### src/rtl/ex_operand_stage.sv
// ex_operand_stage: one-entry EX operand buffer with bypass forwarding and load-use interlock.
// Build option EX_FWD_EN enables forwarding; when undefined, any pending producer match interlocks.
module ex_operand_stage (
  input  logic        clk,
  input  logic        reset,
  input  logic        in_valid,
  output logic        in_ready,
  input  logic [31:0] in_pc,
  input  logic [31:0] in_rs1_data,
  input  logic [31:0] in_rs2_data,
  input  logic [31:0] in_imm,
  input  logic [9:0]  in_rs_addr,
  input  logic [4:0]  in_rd_addr,
  input  logic [7:0]  in_ctrl,
  input  logic        flush,
  input  logic        mem_fwd_valid,
  input  logic        mem_fwd_is_load,
  input  logic [4:0]  mem_fwd_rd,
  input  logic [31:0] mem_fwd_data,
  input  logic        wb_fwd_valid,
  input  logic [4:0]  wb_fwd_rd,
  input  logic [31:0] wb_fwd_data,
  output logic        out_valid,
  input  logic        out_ready,
  output logic [31:0] alu_inp1,
  output logic [31:0] alu_inp2,
  output logic [3:0]  alu_sel,
  output logic [31:0] out_store_data,
  output logic [4:0]  out_rd_addr,
  output logic [1:0]  out_ctrl
);

  typedef enum logic [1:0] {
    ST_EMPTY  = 2'd0,
    ST_HELD   = 2'd1,
    ST_HAZARD = 2'd2
  } state_t;

  state_t      r_state;
  state_t      w_state_nxt;
  logic [31:0] r_pc;
  logic [31:0] r_rs1;
  logic [31:0] r_rs2;
  logic [31:0] r_imm;
  logic [4:0]  r_rs1_addr;
  logic [4:0]  r_rs2_addr;
  logic [4:0]  r_rd;
  logic [7:0]  r_ctrl;
  logic [31:0] w_fwd_rs1;
  logic [31:0] w_fwd_rs2;
  logic [31:0] w_inp2;
  logic        w_stall;
  logic        w_held;
  logic        w_capture;
  logic        w_consume;

  function automatic logic hit(input logic [4:0] src, input logic en, input logic [4:0] rd);
    hit = en && (src != 5'd0) && (src == rd);
  endfunction

`ifdef EX_FWD_EN
  function automatic logic [31:0] fwd_sel(input logic [4:0] src, input logic [31:0] held,
                                          input logic mem_en, input logic [4:0] mem_rd,
                                          input logic [31:0] mem_data, input logic wb_en,
                                          input logic [4:0] wb_rd, input logic [31:0] wb_data);
    if (hit(src, mem_en, mem_rd)) begin
      fwd_sel = mem_data;
    end else if (hit(src, wb_en, wb_rd)) begin
      fwd_sel = wb_data;
    end else begin
      fwd_sel = held;
    end
  endfunction

  // A load in EX/MEM cannot be bypassed yet, so only that case stalls.
  always_comb begin
    w_stall   = hit(r_rs1_addr, mem_fwd_valid & mem_fwd_is_load, mem_fwd_rd) |
                hit(r_rs2_addr, mem_fwd_valid & mem_fwd_is_load, mem_fwd_rd);
    w_fwd_rs1 = fwd_sel(r_rs1_addr, r_rs1, mem_fwd_valid & ~mem_fwd_is_load, mem_fwd_rd,
                        mem_fwd_data, wb_fwd_valid, wb_fwd_rd, wb_fwd_data);
    w_fwd_rs2 = fwd_sel(r_rs2_addr, r_rs2, mem_fwd_valid & ~mem_fwd_is_load, mem_fwd_rd,
                        mem_fwd_data, wb_fwd_valid, wb_fwd_rd, wb_fwd_data);
  end
`else
  logic w_unused_fwd;
  assign w_unused_fwd = ^{mem_fwd_is_load, mem_fwd_data, wb_fwd_data};

  always_comb begin
    w_stall   = hit(r_rs1_addr, mem_fwd_valid, mem_fwd_rd) | hit(r_rs1_addr, wb_fwd_valid, wb_fwd_rd) |
                hit(r_rs2_addr, mem_fwd_valid, mem_fwd_rd) | hit(r_rs2_addr, wb_fwd_valid, wb_fwd_rd);
    w_fwd_rs1 = r_rs1;
    w_fwd_rs2 = r_rs2;
  end
`endif

  assign w_held    = (r_state != ST_EMPTY);
  assign out_valid = w_held & ~w_stall;
  assign in_ready  = (r_state == ST_EMPTY) | (out_valid & out_ready);
  assign w_capture = in_valid & in_ready & ~flush;
  assign w_consume = out_valid & out_ready;

  always_comb begin
    w_state_nxt = r_state;
    if (flush) begin
      w_state_nxt = ST_EMPTY;
    end else begin
      case (r_state)
        ST_EMPTY: begin
          if (w_capture) w_state_nxt = ST_HELD;
          else           w_state_nxt = ST_EMPTY;
        end
        ST_HELD, ST_HAZARD: begin
          if (w_capture)      w_state_nxt = ST_HELD;
          else if (w_consume) w_state_nxt = ST_EMPTY;
          else if (w_stall)   w_state_nxt = ST_HAZARD;
          else                w_state_nxt = ST_HELD;
        end
        default: w_state_nxt = ST_EMPTY;
      endcase
    end
  end

  always_ff @(posedge clk or posedge reset) begin
    if (reset) begin
      r_state <= ST_EMPTY;
    end else begin
      r_state <= w_state_nxt;
    end
  end

  // Held operands absorb forwarded values so a bypass survives the producer retiring.
  always_ff @(posedge clk or posedge reset) begin
    if (reset) begin
      r_pc       <= 32'd0;
      r_rs1      <= 32'd0;
      r_rs2      <= 32'd0;
      r_imm      <= 32'd0;
      r_rs1_addr <= 5'd0;
      r_rs2_addr <= 5'd0;
      r_rd       <= 5'd0;
      r_ctrl     <= 8'd0;
    end else if (w_capture) begin
      r_pc       <= in_pc;
      r_rs1      <= in_rs1_data;
      r_rs2      <= in_rs2_data;
      r_imm      <= in_imm;
      r_rs1_addr <= in_rs_addr[4:0];
      r_rs2_addr <= in_rs_addr[9:5];
      r_rd       <= in_rd_addr;
      r_ctrl     <= in_ctrl;
    end else if (w_held && !w_consume && !flush) begin
      r_rs1 <= w_fwd_rs1;
      r_rs2 <= w_fwd_rs2;
    end
  end

  assign alu_inp1       = r_ctrl[4] ? r_pc : w_fwd_rs1;
  assign w_inp2         = r_ctrl[5] ? r_imm : w_fwd_rs2;
  assign out_store_data = w_fwd_rs2;
  assign alu_sel        = r_ctrl[3:0];
  assign out_rd_addr    = r_rd;
  assign out_ctrl       = r_ctrl[7:6];

  // Shift opcodes only consume a 5-bit shift amount.
  always_comb begin
    case (r_ctrl[3:0])
      4'b0100, 4'b0101, 4'b1001, 4'b1010: alu_inp2 = {27'd0, w_inp2[4:0]};
      default:                            alu_inp2 = w_inp2;
    endcase
  end

endmodule

### config.mk
export PLATFORM = sky130hd
export DESIGN_NAME = ex_operand_stage
export DESIGN_NICKNAME = d
export VERILOG_FILES = /design/src/rtl/ex_operand_stage.sv
export SDC_FILE = /design/constraint.sdc
export NUM_CORES = 1
export LEC_CHECK = 0
export ABC_AREA = 1
export CORE_MARGIN = 3
export CORE_UTILIZATION = 35
export CTS_CLUSTER_DIAMETER = 40
export DETAILED_ROUTE_END_ITERATION = 8
export HOLD_SLACK_MARGIN = 0.08
export PLACE_DENSITY = 0.84
export REMOVE_ABC_BUFFERS = 1
export SLEW_MARGIN = 25
export SYNTH_ARGS = -nofsm -noshare
export SYNTH_HDL_FRONTEND = slang
export SYNTH_SLANG_ARGS = --single-unit
### constraint.sdc
create_clock -name clk -period 4.7 [get_ports clk]
set_input_delay 0.94 -clock clk [delete_from_list [all_inputs] [get_ports clk]]
set_output_delay 0.94 -clock clk [all_outputs]
set_load 0.01 [all_outputs]
==> summary.txt, run 1 <==
GRT
  • First-pass GRT wire length: 33700 um
  • Antenna violations before repair: 1
  • GRT Total Usage: 18.9%
  • Grt total ovfl: 0
  • Vias in the first global route: 6720
  • Largest net degree at the start of global routing: 86

Die
  • Die Y: between 100 and 150 um
  • Rows: 51
  • Initial Utilization: 36.1%
  • Chip width: 149 um
  • Die area: roughly 0.022 sq mm
  • Core ar.: ~0.020 sq mm
  • I/O pin count: 342

STA
  • Slew Viols, Final: 0
  • Final Cycle Share: 78.3%
  • Tmin final: 3.68 ns
  • Setup tns final: 0 ns
  • Slew headroom: 39.4%
  • Number of failing hold endpoints at the final stage: 0
  • Clock skew: a little under 0.02 ns
  • RSZ-0062 raised after global routing: no
  • Final setup viols: 0
  • Slew @ Worst Pin: 0.908 ns
  • Achievable frequency: roughly 270 MHz

Route
  • Via total after detailed routing: 6629
  • Via density: 4.58
  • Routed wire per std cell: 14.4 um
  • Drt first-iter violations: roughly 250
  • Post-DRT Antenna Nets: 0
  • DRC errors left: 0
  • Drt first pass iters: 4
  • DRT Wirelength: roughly 21000 um

Clock tree
  • TritonCTS clock tree: yes
  • Clk root buf: clkbuf_16
  • Clock Pin Slew Worst Setup and Hold Paths: 0.07 ns
  • Setup bufs post-CTS: 0
  • Hold_buf cts: 0
  • Bufs on Longest Clock Path: 2
  • Resized cells post-CTS: 0
  • # clock sinks: 153
  • Total CTS buffers: 17
  • CTS H-Tree Depth: 4
  • Skew-Pair Late Insertion Delay: 0.42 ns

Worst setup path
  • CP Capture Type: primary output
  • Crit path required time: between 3 and 4 ns
  • Max Fanout on Critical Path: 3
  • CP Class: input port to primary output
  • Critical Path Start Type: input port
  • CP arrival: about 2.7 ns

Synthesis
  • Yosys reg bits: 153
  • Synthesis Warnings: 0
  • Yosys cell types: 21
  • Area leader, netlist: dfrtp_1
  • Sequential area share after synthesis: 53.6%
  • Async S/R FF share, synth: 100%
  • Main combinational cell family by area after synthesis: simple AND/OR/NAND/NOR gates
  • Avg Cell Area, Syn: a little under 8 sq um
  • Netlist Area Pre-Place: 0.00715 sq mm
  • Top post-synthesis cells by area: dfrtp_1, nand2_1, mux2_2
  • Adder-cell share of the synthesized area: 0.350%
  • Post-synth EDFFs: 0
  • Post-Synth Simple-Gate Area: 32.9%
  • Most frequent cells after synthesis: nand2_1, dfrtp_1, mux2_2
  • Top-count cell post-synth: nand2_1
  • Cells after synthesis: 916
  • Top_reg_cell synth: dfrtp_1
  • Compound-cell area share of the yosys netlist: 2.40%
  • Synth Area in XOR/XNOR: less than 1%
  • Top-area cell type share of the netlist area: about 54%
  • Mux share of post-synthesis cell area: 5.04%

Cells and area
  • FF/Latch Area: 0.00383 sq mm
  • Core Util, Final: 53.8%
  • Multi-input gate area: a little under 0.003 sq mm
  • Share of cells above drive strength 1: 7.19%
  • P&R area growth vs syn: 48.9%
  • FILL cells: around 1800
  • Fin nets: 1405

Pwr
  • Pwr dens: 434 mW/mm^2
  • Lkg Pwr: 5.29 nW
  • Maximum vdd ir drop: 232 uV
  • Final Power: 4.62 mW

Run status
  • Status: completed

Placed design
  • Buffers on Ports: 276
  • Dpl hpwl: 14500 um
  • Placer Congestion: 0.913

Hold path
  • Hold/Removal Path Class: flop to flop

Run
  • Max_cap viols: 0
[registers in the layout, indices dropped and copies added, names as in the netlist]
signal and cells:
r_rs1 32, r_ctrl 8, r_state 2, r_pc 32, out_rd_addr 5, r_imm 32
r_rs2_addr 5, r_rs1_addr 5, out_store_data 32
[through the flow]
stage                     hold slack [ns]  std cells  setup slack, ns  cell area, sq um
after detailed placement            0.461       1416             1.02             10100
after global routing                0.491       1448            0.896             10600
after floorplan                     0.443        865           -0.361              6840
after CTS                           0.479       1447             1.01             10600
final                               0.477       1448             1.02             10600
after global placement              0.456       1416             1.06             10100
[power breakdown]
part | internal, mW | total (mW) | switching [mW]
Sequential | 1.58 | 1.75 | 0.175
Combinational | 0.814 | 1.53 | 0.713
Clock | 0.756 | 1.34 | 0.582
Total | 3.15 | 4.62 | 1.47
[layer usage]
metal	vias up	global-route usage, %	wire (um)
met5	-	0	0
met4	0	5.58	399
met3	25	6.53	1770
met2	247	32.8	10200
met1	3064	22.2	8560
li1	3293	-	-
[area by class of cell]
class	instances	area share, %
Inverter	27	1.02
Clock inverter	13	1.28
Sequential cell	153	36.0
Multi-Input combinational cell	685	27.4
Tap cell	265	3.12
Clock buffer	18	4.13
Antenna cell	1	0.0235
Timing Repair Buffer	286	27.0
[cell families after synthesis]
family	Yosys count
fa+ha+maj	2
flops	153
compound gates	31
mux	32
buf+inv	78
simple gates	619
xor+xnor	1
[worst paths after layout]
path | from | slack [ns] | to | depth (start not counted)
max | wb_fwd_rd[0] | 1.02 | in_ready | 10
min | r_ctrl[6]$_DFFE_PP0P_ | 0.48 | r_ctrl[6]$_DFFE_PP0P_ | 2
max reg2reg | r_rs2_addr[3]$_DFFE_PP0P_ | 2.35 | r_pc[8]$_DFFE_PP0P_ | 13
min reg2reg | r_ctrl[6]$_DFFE_PP0P_ | 0.48 | r_ctrl[6]$_DFFE_PP0P_ | 2
max in group asynchronous | reset | 2.80 | r_rs1_addr[0]$_DFFE_PP0P_ | 3
min in group asynchronous | reset | 0.97 | out_rd_addr[3]$_DFFE_PP0P_ | 2
[critical path, stage by stage]
cell,delay [ns]
clkdlybuf4s50_1,0.52
inv_1,0.07
nor2_1,0.09
nor2_1,0.06
nand3_1,0.08
nand2_1,0.06
nand2_1,0.09
nand2_2,0.09
o21bai_4,0.17
clkdlybuf4s50_1,0.56
[layout by cell type, fill, tap and decap left out]
cell	instances
nand2_1	586
clkdlybuf4s50_1	276
dfrtp_1	153
mux2_2	32
a21oi_1	27
nor2_1	21
inv_1	19
clkbuf_16	17
nand3_1	7
buf_4	7
inv_2	6
inv_6	4
clkinv_4	4
clkinvlp_4	3
buf_12	3
nor3_1	2
ha_1	2
inv_8	2
diode_2	1
o21ai_1	1
nand2_2	1
o21bai_4	1
nand2_4	1
inv_4	1
xor2_1	1
o21ai_2	1
o211ai_1	1
nor3b_1	1
bufinv_16	1
clkbuf_8	1
Note: power is estimated with default switching activity, not from simulation.
==> inputs of run 2 (changes only) <==
PLACE_DENSITY = 0.81   (was 0.84)
clock period = 3.68 ns   (was 4.7 ns; I/O delays follow)
==> run 2 against run 1 <==
Via count is 0.30% lower. Worst hold slack got worse by 0.0018 ns. Sequential power is 29% higher. Design area rose by 0.59%. Worst setup slack worse by 0.61 ns. Flip-flop and latch count unchanged. Sequential share of layout area decreased by 0.21 points. Clock power up 26%. Highest routed layer unchanged.
==> summary.txt, run 2 (same netlist as run 1, synthesis figures left out) <==
Run status
  • Status: completed

Die
  • Die Y: 149 um (unchanged)
  • Initial Utilization: 36.1% (unchanged)
  • I/O pin count: 342 (unchanged)
  • Rows: 51 (unchanged)
  • Die area: 0.0222 sq mm (unchanged)
  • Chip width: 149 um (unchanged)
  • Core ar.: 0.0198 sq mm (unchanged)

Clock tree
  • Hold_buf cts: 0 (unchanged)
  • Total CTS buffers: 17 (unchanged)
  • Clk root buf: clkbuf_16
  • CTS H-Tree Depth: 4 (unchanged)
  • Bufs on Longest Clock Path: 2 (unchanged)
  • Resized cells post-CTS: 0 (unchanged)
  • Setup bufs post-CTS: 0 (unchanged)
  • Clock Pin Slew Worst Setup and Hold Paths: 0.06 ns (about the same)
  • TritonCTS clock tree: yes
  • # clock sinks: 153 (unchanged)
  • Skew-Pair Late Insertion Delay: 0.41 ns (about the same)

Worst setup path
  • Crit path from: wb_fwd_rd[3]
  • Reg-to-Reg Start: r_rs1_addr[2]$_DFFE_PP0P_
  • Worst r2r path cells: 14 (+1)
  • Max Fanout on Critical Path: 3 (unchanged)
  • Worst R2R End: r_ctrl[4]$_DFFE_PP0P_
  • Critical Path Start Type: input port
  • CP arrival: 2.53 ns (-0.21 ns)
  • Crit path required time: 2.94 ns (-0.82 ns)
  • Crit path capture: in_ready
  • R2r setup slk: 1.44 ns (-0.91 ns)
  • CP Class: input port to primary output
  • CP Capture Type: primary output

STA
  • Achievable frequency: ~310 MHz
  • Tmin final: roughly 3.3 ns
  • Final setup viols: 0 (unchanged)
  • Slew Viols, Final: 0 (unchanged)
  • Clock skew: 0.0154 ns (-0.00423 ns)
  • Slew @ Worst Pin: 0.671 ns (-0.238 ns)
  • Setup tns final: 0 ns (unchanged)
  • Final Cycle Share: 88.7%
  • Final setup margin: 0.414 ns (-0.605 ns)
  • Slew headroom: 55.3% (+16 points)
  • RSZ-0062 raised after global routing: no
  • Number of failing hold endpoints at the final stage: 0 (unchanged)
  • Hold slack: 0.475 ns (-0.00177 ns)

Route
  • Drt first-iter violations: 238 (-5.9%)
  • Routed wire per std cell: 14.6 um (+0.98%)
  • Via total after detailed routing: 6609 (-0.30%)
  • Via density: 4.55 (-0.64%)
  • DRC errors left: 0 (unchanged)
  • Drt first pass iters: 4 (unchanged)
  • DRT Wirelength: 21200 um (+1.3%)
  • Post-DRT Antenna Nets: 0 (unchanged)

Cells and area
  • P&R area growth vs syn: 49.7%
  • Post-route insts no fill: 1453 (+0.35%)
  • Fin nets: 1410 (+0.36%)
  • Commonest non-fill, non-tap cell in the layout: nand2_1
  • # diodes: 0 (-1)
  • Share of cells above drive strength 1: 7.49% (+0.30 points)
  • Most frequent cells in the layout: nand2_1, clkdlybuf4s50_1, dfrtp_1
  • Core Util, Final: 54.1% (+0.32 points)

Placed design
  • Buffers on Ports: 276 (unchanged)
  • Placer Congestion: 0.895 (-2.0%)
  • Placed instance count: 1421 (+0.35%)
  • Dpl hpwl: 15100 um (+3.8%)
  • Place WS: 0.441 ns (-0.578 ns)

Run
  • Max_cap viols: 0 (unchanged)

GRT
  • Grt total ovfl: 0 (unchanged)
  • First-pass GRT wire length: 33700 um (+0.10%)
  • Largest net degree at the start of global routing: 89 (+3.5%)
  • GRT Total Usage: 19.0% (+0.062 points)
  • Antenna violations before repair: 0 (-1)
  • Vias in the first global route: 6569 (-2.2%)

Pwr
  • Lkg Pwr: 5.32 nW (+0.56%)
  • Pwr dens: 552 mW/mm^2 (+27%)
  • Maximum vdd ir drop: 339 uV (+46%)

Hold path
  • Hold/Removal Path Class: flop to flop
-- run 2: cell types whose count changed in the layout (fill, tap and decap cells not counted), sizes merged --
cell | before | now
clkinv | 4 | 2
clkbuf | 18 | 19
inv | 32 | 33
diode | 1 | 0
clkinvlp | 3 | 4
buf | 10 | 15
-- run 2: through the flow --
step	area, sq um	total power [mW]
6_report	10700	5.91
5_1_grt	10700	6.28
4_1_cts	10700	5.98
3_5_place_dp	10100	4.26
3_3_place_gp	10100	4.21
2_1_floorplan	6840	3.12
-- run 2: critical path, stage by stage --
cell and delay, ns:
clkdlybuf4s50_1 0.49, inv_1 0.11, nand2_1 0.05, nand2_1 0.06, nor2_1 0.04, nand3_1 0.08
nand2_1 0.06, nand2_1 0.12, nand2_2 0.10, o21bai_4 0.15, clkdlybuf4s50_1 0.55
-- run 2: how the worst min path moves through the flow --
stage,from,end,depth (start not counted)
CTS,r_pc[12]$_DFFE_PP0P_,r_pc[12]$_DFFE_PP0P_,2
detailed placement,r_pc[18]$_DFFE_PP0P_,r_pc[18]$_DFFE_PP0P_,2
finish,r_rs1[19]$_DFFE_PP0P_,r_rs1[19]$_DFFE_PP0P_,2
global placement,r_pc[5]$_DFFE_PP0P_,r_pc[5]$_DFFE_PP0P_,2
global route,r_pc[18]$_DFFE_PP0P_,r_pc[18]$_DFFE_PP0P_,2
floorplan,r_pc[0]$_DFFE_PP0P_,r_pc[0]$_DFFE_PP0P_,2
-- run 2: final cells by class --
class	instances	area [sq um]
Timing Repair Buffer	291	2950
Inverter	27	109
Fill cell	1827	9080
Multi-Input combinational cell	685	2920
Tap cell	265	332
Clock buffer	19	433
Clock inverter	13	133
Sequential cell	153	3830
-- run 2: per-layer routing --
layer | vias up | share of wire (%) | GRT usage [%]
li1 | 3297 | - | -
met1 | 3072 | 42 | 23.5
met2 | 220 | 48 | 31.8
met3 | 20 | 9.1 | 6.96
met4 | 0 | 1.1 | 4.35
met5 | - | 0 | 0
-- run 2: power by group --
group          leakage (nW)  switching [mW]  internal [mW]
Combinational          3.16           0.895           1.05
Sequential             1.90           0.247           2.02
Clock                 0.264           0.745          0.949
==> inputs of run 3 (changes only) <==
ABC_CLOCK_PERIOD_IN_PS = 3680   (was not set)
CAP_MARGIN = 20   (was not set)
CORE_MARGIN = 2   (was 3)
==> run 3 against run 2 <==
Flip-flop and latch count unchanged. Design area down 0.28%. Die area down 2.7%. Routed wire length down 4.0%. Global-route usage up 0.099 points. Sequential power about the same. Fmax up 0.77%. Combinational power about the same. Worst setup slack better by 0.025 ns. Worst hold slack better by 0.0031 ns. First-iteration DRC count up 44%. Critical path type unchanged.
==> summary.txt, run 3 (same netlist as run 1, synthesis figures left out) <==
Placed design
  • Buffers on Ports: 276 (unchanged)
  • Placer Congestion: 0.849 (-5.2%)
  • Place WS: 0.455 ns (+0.0143 ns)
  • Placed instance count: 1422 (+0.070%)
  • Dpl hpwl: 13900 um (-7.6%)

GRT
  • Largest net degree at the start of global routing: 87 (-2.2%)
  • First-pass GRT wire length: 33100 um (-1.7%)
  • Grt total ovfl: 0 (unchanged)
  • Antenna violations before repair: 0 (unchanged)
  • GRT Total Usage: 19.1% (+0.099 points)
  • Vias in the first global route: 6485 (-1.3%)

STA
  • Achievable frequency: 309 MHz (+0.77%)
  • Clock skew: 0.0144 ns (-0.00101 ns)
  • Slew @ Worst Pin: 0.497 ns (-0.174 ns)
  • Tmin final: 3.24 ns (-0.0249 ns)
  • Number of failing hold endpoints at the final stage: 0 (unchanged)
  • Final Cycle Share: 88.1% (-0.68 points)
  • Final setup margin: 0.439 ns (+0.0249 ns)
  • Hold slack: 0.478 ns (+0.00309 ns)
  • Final setup viols: 0 (unchanged)
  • RSZ-0062 raised after global routing: no
  • Slew Viols, Final: 0 (unchanged)
  • Slew headroom: 66.9% (+12 points)

Clock tree
  • Hold_buf cts: 0 (unchanged)
  • Clk root buf: clkbuf_16
  • Total CTS buffers: 17 (unchanged)
  • Skew-Pair Late Insertion Delay: 0.42 ns (about the same)
  • Bufs on Longest Clock Path: 2 (unchanged)
  • Clock Pin Slew Worst Setup and Hold Paths: 0.07 ns (about the same)
  • CTS H-Tree Depth: 4 (unchanged)
  • # clock sinks: 153 (unchanged)
  • TritonCTS clock tree: yes
  • Setup bufs post-CTS: 0 (unchanged)
  • Resized cells post-CTS: 0 (unchanged)

Worst setup path
  • Crit path required time: 2.94 ns (about the same)
  • Max Fanout on Critical Path: 4 (+1)
  • CP arrival: 2.50 ns (-0.03 ns)
  • CP Capture Type: primary output
  • Worst R2R End: r_pc[14]$_DFFE_PP0P_
  • Reg-to-Reg Start: r_rs1_addr[2]$_DFFE_PP0P_
  • Worst r2r path cells: 14 (unchanged)
  • CP Class: input port to primary output
  • R2r setup slk: 1.61 ns (+0.17 ns)
  • Critical Path Start Type: input port

Die
  • Rows: 52 (+2.0%)
  • Initial Utilization: 35.4% (-0.69 points)
  • I/O pin count: 342 (unchanged)
  • Core ar.: 0.0202 sq mm (+2.0%)
  • Die Y: 147 um (-1.3%)
  • Chip width: 147 um (-1.3%)
  • Die area: 0.0216 sq mm (-2.7%)

Cells and area
  • Share of cells above drive strength 1: 7.35% (-0.14 points)
  • Commonest non-fill, non-tap cell in the layout: nand2_1
  • # diodes: 0 (unchanged)
  • Most frequent cells in the layout: nand2_1, clkdlybuf4s50_1, dfrtp_1
  • Fin nets: 1406 (-0.28%)
  • Post-route insts no fill: 1454 (+0.069%)
  • P&R area growth vs syn: 49.3%

Pwr
  • Maximum vdd ir drop: 312 uV (-8.2%)
  • Lkg Pwr: 5.31 nW (-0.12%)
  • Pwr dens: 552 mW/mm^2 (about the same)

Run status
  • Status: completed

Hold path
  • Hold/Removal Path Class: flop to flop
  • Worst Min Path Start: r_rs1[7]$_DFFE_PP0P_
  • Hold EP: r_rs1[7]$_DFFE_PP0P_
  • Hold Path Stages: 2 (unchanged)

Route
  • DRT Wirelength: 20300 um (-4.0%)
  • Via total after detailed routing: 6547 (-0.94%)
  • DRC errors left: 0 (unchanged)
  • Drt first-iter violations: 342 (+44%)
  • Post-DRT Antenna Nets: 0 (unchanged)
  • Routed wire per std cell: 14.0 um (-4.1%)
  • Via density: 4.50 (-1.0%)
  • Drt first pass iters: 4 (unchanged)

Run
  • Max_cap viols: 0 (unchanged)
run 3: cell types whose count changed in the layout (fill, tap and decap cells not counted), sizes merged:
cell,delta
inv,+2
clkinv,+3
bufinv,-1
clkbuf,-1
clkinvlp,-3
buf,-4
run 3: layout make-up:
class	instances	area (sq um)
repair buffers	287	2910
flip-flops and latches	153	3830
well taps	270	338
clock buffers	18	439
clock inverters	14	133
multi-input cells	685	2920
fillers	1849	9500
inverters	27	109
run 3: power breakdown:
| part | switching, mW | leakage (nW) | total, mW | internal (mW) |
|---|---|---|---|---|
| clock network | 0.785 | 0.281 | 1.70 | 0.914 |
| registers | 0.223 | 1.90 | 2.24 | 2.02 |
| logic | 0.909 | 3.13 | 1.96 | 1.05 |
run 3: how the worst max path moves through the flow:
stage,endpoint,depth (start not counted),startpoint
2_1_floorplan,out_rd_addr[0]$_DFFE_PP0P_,1,reset
3_3_place_gp,in_ready,11,mem_fwd_rd[0]
3_5_place_dp,in_ready,10,wb_fwd_rd[0]
4_1_cts,alu_inp2[20],5,r_ctrl[5]$_DFFE_PP0P_
5_1_grt,alu_inp2[20],5,r_ctrl[5]$_DFFE_PP0P_
6_report,in_ready,10,wb_fwd_rd[4]
run 3: worst max-delay path, stage by stage:
cell             delay (ns)
clkdlybuf4s50_1        0.57
nand2_1                0.08
nand2_1                0.05
nor2_1                 0.03
nand3_1                0.07
nand2_1                0.05
nand2_1                0.11
nand2_2                0.10
o21bai_4               0.15
clkdlybuf4s50_1        0.55
run 3: metrics by stage:
stage / power, mW / cell area (sq um) / util, % / TNS [ns]
floorplan: 3.12 / 6840 / - / -180.15
detailed placement: 4.23 / 10100 / 50.1 / 0
global placement: 4.19 / 10100 / 50.1 / 0
finish: 5.89 / 10700 / 52.9 / 0
global route: 6.26 / 10700 / 52.9 / 0
CTS: 5.97 / 10700 / 52.9 / 0
run 3: metal layers:
| layer | global-route usage (%) | wire (um) | part of all wire (%) |
|---|---|---|---|
| met3 | 6.77 | 1830 | 9.0 |
| met4 | 4.09 | 192 | 0.94 |
| met1 | 24.8 | 8770 | 43 |
| met5 | 0 | 0 | 0 |
| met2 | 31.0 | 9560 | 47 |
